===== src/rtl/ber_pkg.sv =====
// ber_pkg: shared constants, word typedefs and popcount helper for the BER datapath
package ber_pkg;
  localparam int DEF_WIDTH = 8;
  localparam int DEF_CNT_W = 32;
  localparam int POP_MAX = 256;
  typedef logic [DEF_WIDTH-1:0] word_t;
  typedef logic [DEF_WIDTH-1:0] err_vec_t;
  function automatic int unsigned popcount(input logic [POP_MAX-1:0] v, input int unsigned w);
    popcount = 0;
    for (int i = 0; i < POP_MAX; i++) popcount += (i < int'(w)) ? 32'(v[i]) : 32'd0;
  endfunction
endpackage


===== src/rtl/ber_error_injector.sv =====
// ber_error_injector: flips one walking bit every INJECT_PERIOD words while enabled
module ber_error_injector #(
  parameter int WIDTH = 8,
  parameter int INJECT_PERIOD = 4
) (
  input  logic             clock,
  input  logic             reset,
  input  logic [WIDTH-1:0] mux_out,
  input  logic             inject_en,
  output logic [WIDTH-1:0] corr
);
  localparam int WC_W = INJECT_PERIOD > 1 ? $clog2(INJECT_PERIOD) : 1;
  localparam int POS_W = WIDTH > 1 ? $clog2(WIDTH) : 1;
  logic [WC_W-1:0] word_cnt_q, word_cnt_d;
  logic [POS_W-1:0] pos_q, pos_d;
  logic last, inj;
  // word counter runs free; bit position advances only when a flip is applied
  always_comb begin
    last = word_cnt_q == WC_W'(INJECT_PERIOD - 1);
    inj = inject_en && last;
    word_cnt_d = last ? '0 : word_cnt_q + 1'b1;
    pos_d = !inj ? pos_q : (pos_q == POS_W'(WIDTH - 1)) ? '0 : pos_q + 1'b1;
    corr = mux_out ^ (inj ? (WIDTH'(1) << pos_q) : '0);
  end
  // counter state
  always_ff @(posedge clock) begin
    if (reset) begin
      word_cnt_q <= '0;
      pos_q <= '0;
    end else begin
      word_cnt_q <= word_cnt_d;
      pos_q <= pos_d;
    end
  end
endmodule


===== src/rtl/ber_datapath.sv =====
// ber_datapath: source mux, error injection, compare, popcount and running BER totals
module ber_datapath
  import ber_pkg::*;
#(
  parameter int WIDTH = DEF_WIDTH,
  parameter int INJECT_PERIOD = 4,
  parameter int CNT_W = DEF_CNT_W
) (
  input  logic                       clock,
  input  logic                       reset,
  input  logic                       sel,
  input  logic [WIDTH-1:0]           test_pattern,
  input  logic [WIDTH-1:0]           normal_input,
  input  logic                       inject_en,
  output logic [WIDTH-1:0]           original,
  output logic [WIDTH-1:0]           corrupted,
  output logic [WIDTH-1:0]           error,
  output logic [$clog2(WIDTH+1)-1:0] sum_error,
  output logic [CNT_W-1:0]           bit_count,
  output logic [CNT_W-1:0]           err_count
);
  localparam int SUM_W = $clog2(WIDTH + 1);
  logic [WIDTH-1:0] mux_out, corr, err;
  logic [SUM_W-1:0] sum;
  logic [WIDTH-1:0] original_q, original_d, corrupted_q, corrupted_d, error_q, error_d;
  logic [SUM_W-1:0] sum_error_q, sum_error_d;
  logic [CNT_W-1:0] bit_count_q, bit_count_d, err_count_q, err_count_d;

  ber_error_injector #(.WIDTH(WIDTH), .INJECT_PERIOD(INJECT_PERIOD)) u_inj (
    .clock(clock),
    .reset(reset),
    .mux_out(mux_out),
    .inject_en(inject_en),
    .corr(corr)
  );

  // select source, compare against corrupted copy, and accumulate totals (wrapping)
  always_comb begin
    mux_out = sel ? test_pattern : normal_input;
    err = mux_out ^ corr;
    sum = SUM_W'(popcount(POP_MAX'(err), WIDTH));
    original_d = mux_out;
    corrupted_d = corr;
    error_d = err;
    sum_error_d = sum;
    bit_count_d = bit_count_q + CNT_W'(WIDTH);
    err_count_d = err_count_q + CNT_W'(sum);
  end

  // single-cycle output register stage and totals
  always_ff @(posedge clock) begin
    if (reset) begin
      original_q <= '0;
      corrupted_q <= '0;
      error_q <= '0;
      sum_error_q <= '0;
      bit_count_q <= '0;
      err_count_q <= '0;
    end else begin
      original_q <= original_d;
      corrupted_q <= corrupted_d;
      error_q <= error_d;
      sum_error_q <= sum_error_d;
      bit_count_q <= bit_count_d;
      err_count_q <= err_count_d;
    end
  end

  assign original = original_q;
  assign corrupted = corrupted_q;
  assign error = error_q;
  assign sum_error = sum_error_q;
  assign bit_count = bit_count_q;
  assign err_count = err_count_q;
endmodule


===== config.mk =====
export PLATFORM = sky130hd
export DESIGN_NAME = ber_datapath
export DESIGN_NICKNAME = d
export VERILOG_FILES = /design/src/rtl/ber_pkg.sv /design/src/rtl/ber_error_injector.sv /design/src/rtl/ber_datapath.sv
export SDC_FILE = /design/constraint.sdc
export NUM_CORES = 1
export LEC_CHECK = 0
export BUFFER_PORTS_ARGS = -buffer_cell sky130_fd_sc_hd__buf_2
export CAP_MARGIN = 15
export CORE_ASPECT_RATIO = 1.75
export CORE_UTILIZATION = 50
export DETAILED_ROUTE_END_ITERATION = 6
export GPL_ROUTABILITY_DRIVEN = 0
export GPL_TIMING_DRIVEN = 0
export PLACE_DENSITY = 0.76
export SETUP_SLACK_MARGIN = 0.05
export SYNTH_ARGS = -nofsm -noshare
export SYNTH_HDL_FRONTEND = slang
export SYNTH_SLANG_ARGS = --single-unit
export TNS_END_PERCENT = 30

===== constraint.sdc =====
create_clock -name clock -period 7 [get_ports clock]
set_input_delay 1.05 -clock clock [delete_from_list [all_inputs] [get_ports clock]]
set_output_delay 1.05 -clock clock [all_outputs]
set_load 0.03 [all_outputs]

==> impl_results.md <==
* Post-synth top area cell: dfxtp_1
* Synth-to-layout area growth at 22.2%
* CTS tree: yes
* Num rows at 45
* Flop pwr share at 49.2%
* Vias in the first global route at between 3,000 and 4,000
* Clk_skew at between 0.004 and 0.005 ns
* VDD IR max at ~0.13 mV
* Post-Synth Adder-Cell Area at between 6 and 7%
* Overall routing resource usage at between 20% and 30%
* DP HPWL at between 8000 and 9000 um
* Max Buffers Root-to-Sink at 2
* Drt drc at 0
* Synth unique cells at 49
* Largest family of logic cells by synthesized area: simple AND/OR/NAND/NOR gates
* Initial antenna violation count at 0
* Hold/Removal Path Class: reg2reg
* Number of setup buffers added after CTS at 0
* PD cells at between 200 and 250 mW/mm2
* Fin. Hold Viols at 0
* Crit path max fanout at 10
* Worst-margin pin slew at approximately 0.60 ns
* Crit Path Category: in2reg
* Synth cell count leaders: dfxtp_1, nor2_1, a21oi_1
* Synth Area per Inst at 9.05 um2
* Synth Area in Simple Gates at between 20% and 30%
* Ys flop type: dfxtp_1
* Initial Util at 51.5%
* Post-CTS Resized at 0
* Initial DRC count at 189
* Worst Reg2Reg Path Length in Cells at 19
* Met2 GRT Util at a little under half
* Switch share at between 20% and 30%
* Cell with the most instances after synthesis: dfxtp_1
* DIE WIDTH at 73.4 um
* Sink Count at between 90 and 100
* Initial DRT Pass Iterations at 4
* Die Footprint at approximately 0.0093 mm2
* Max Cap Violations at 0
* Compound-Gate Fraction of Synth Area at between 10% and 20%
* Synth Cell Area at 0.00446 mm2
* Final Core Density at 62.9%
* Post-route ant nets at 0
* Part of the power in combinational logic at roughly 6.3%
* I/O Buffers at ~110
* Mapped Cells at between 400 and 500
* LEAKAGE at roughly 2.4 nW
* Post-Route Setup TNS at 0 ns
* Tmin final at ~6 ns
* Synth Area in XOR/XNOR at 5.30%
* #FFs+latches synth at 94
* Sequential cell area fraction in the yosys report at 42.2%
* Wire per inst at roughly 15 um
* Critical Path RT at approximately 7.2 ns
* DR vias at between 4,000 and 5,000
* Cell Int Power at 0.000863 W
* Antenna cells at 0
* Total grt overflow at 0
* GR peak layer: met2
* Aggregate routed wire length at approximately 11,000 um
* Met1 Use GR at 26.2%
* Final setup violation count at 0
* Final net count at 653
* Clk Latency, worst-skew pair at roughly 0.34 ns
* Clock Tree Root: clkbuf_16
* Die Ht at 127 um
* Synth top area cells: dfxtp_1, nor2_1, ha_1
* Worst rel slew slack at 58.7%
* Share of cells above drive strength 1 at roughly a quarter
* Largest net degree at the start of global routing at 15
* Via density per instance at around 5.6
* TritonCTS Buffers at 9
* H-tree depth at 3
* Fin crit share at a little over four fifths
* Status: finished clean
* Post-CTS Hold Buffers at 0
* Critical Path End Type: register
* Sw power at 0.000252 W
* Startpoint types: input pin
* First-pass GRT wire length at 17,900 um
* Met3 Use GR at 4.26%
* Max-slew violation count at 0
* Post-synth EDFFs at 0
* Core area at about 0.0087 mm2
* Ports at roughly 110
* Clock transition at path regs at 0.06 ns
* Clock power share at between 40% and 50%
* Arr. time, crit path at slightly above 6 ns
* Top cell type's share of synthesized area at 42.2%
* Warnings from Yosys at 0
* RSZ-0062 raised after global routing: no
* Asr flop ratio synth at 0%
* Max Clock Freq at approximately 0.17 GHz
* Post-synthesis mux area share at 4.07%
* Hold path cells at 1
==> power groups by stage <==
stage / clock network [W] / registers, W / logic (W)
floorplan: 0 / 0.000578 / 0.0000326
global placement: 0 / 0.000561 / 0.0000695
detailed placement: 0 / 0.000561 / 0.0000714
CTS: 0.000502 / 0.000549 / 0.0000714
global route: 0.000520 / 0.000550 / 0.0000779
finish: 0.000496 / 0.000549 / 0.0000706
==> path summary, 6_finish.rpt <==
path                             from                   to  slack, ns
hold reg to reg   u_inj.word_cnt_q[0]  u_inj.word_cnt_q[0]       0.45
hold / removal    u_inj.word_cnt_q[0]  u_inj.word_cnt_q[0]       0.45
setup reg to reg  u_inj.word_cnt_q[0]        err_count[31]       1.28
setup / recovery            inject_en        err_count[31]       1.09
==> final cells by class <==
| cell class | count | area, um2 |
|---|---|---|
| fill | 790 | 3220 |
| multi-input combinational | 350 | 2350 |
| sequential | 94 | 1880 |
| timing repair buffer | 107 | 536 |
| clock buffer | 12 | 256 |
| buffer | 33 | 174 |
| tap | 117 | 146 |
| inverter | 18 | 67.6 |
| clock inverter | 4 | 45.0 |
==> flip-flops by register name (all words and copies together), names as in the netlist <==
name,count
original,8
corrupted,8
bit_count,29
sum_error,4
u_inj.pos_q,3
err_count,32
error,8
u_inj.word_cnt_q,2
==> cells by family (layout without fill, tap and decap cells) <==
logic type,count (synthesis),count (layout)
compound gates,74,74
xor+xnor,27,27
fa+ha+maj,20,20
buf+inv,51,174
flops,94,94
mux,17,17
other cells,1,3
simple gates,209,209
==> layout by cell type (no fill, tap or decap), types with 8 or more instances in the layout <==
master | synthesis | layout
o31ai_1 | 24 | 24
clkbuf_1 | 12 | 13
nand3_1 | 21 | 21
xnor2_1 | 17 | 17
nand2_1 | 25 | 25
dfxtp_1 | 94 | 94
buf_2 | 5 | 112
ha_1 | 15 | 15
and3_1 | 12 | 12
nor2_1 | 55 | 55
xor2_1 | 10 | 10
and4_1 | 8 | 8
mux2i_1 | 8 | 8
nand4_1 | 18 | 18
nor2b_1 | 16 | 16
clkbuf_16 | 0 | 9
buf_1 | 8 | 8
inv_1 | 16 | 16
or3_1 | 8 | 8
or4_1 | 23 | 23
mux2_2 | 9 | 9
a21oi_1 | 35 | 35
==> stage by stage <==
step | std cells | hold slack [ns] | power [W] | area, um2 | setup WS (ns)
2_1_floorplan | 495 | 0.404 | 0.000610 | 4470 | 1.52
3_3_place_gp | 719 | 0.412 | 0.000630 | 5150 | 0.940
3_5_place_dp | 719 | 0.436 | 0.000633 | 5150 | 0.763
4_1_cts | 735 | 0.445 | 0.00112 | 5450 | 1.12
5_1_grt | 735 | 0.460 | 0.00115 | 5450 | 0.874
6_report | 735 | 0.449 | 0.00112 | 5450 | 1.09
==> critical path: stages <==
cell and delay, ns:
buf_2 0.10, and2_1 0.12, clkbuf_1 0.27, nand2_1 0.20
inv_1 0.11, fa_1 0.46, fa_1 0.52, inv_1 0.06
fa_1 0.53, inv_1 0.04, ha_1 0.21, fa_1 0.38
xor2_1 0.17, ha_1 0.38, o21a_1 0.18, a21oi_1 0.14
clkbuf_1 0.27, nor4_1 0.57, mux2_2 0.39
==> routing by layer <==
metal	routed length, um	vias to the layer above
met3	530	19
li1	-	1992
met2	5830	139
met1	4160	1937
met4	279	0
met5	0	-
Note: power is estimated with default switching activity, not from simulation.
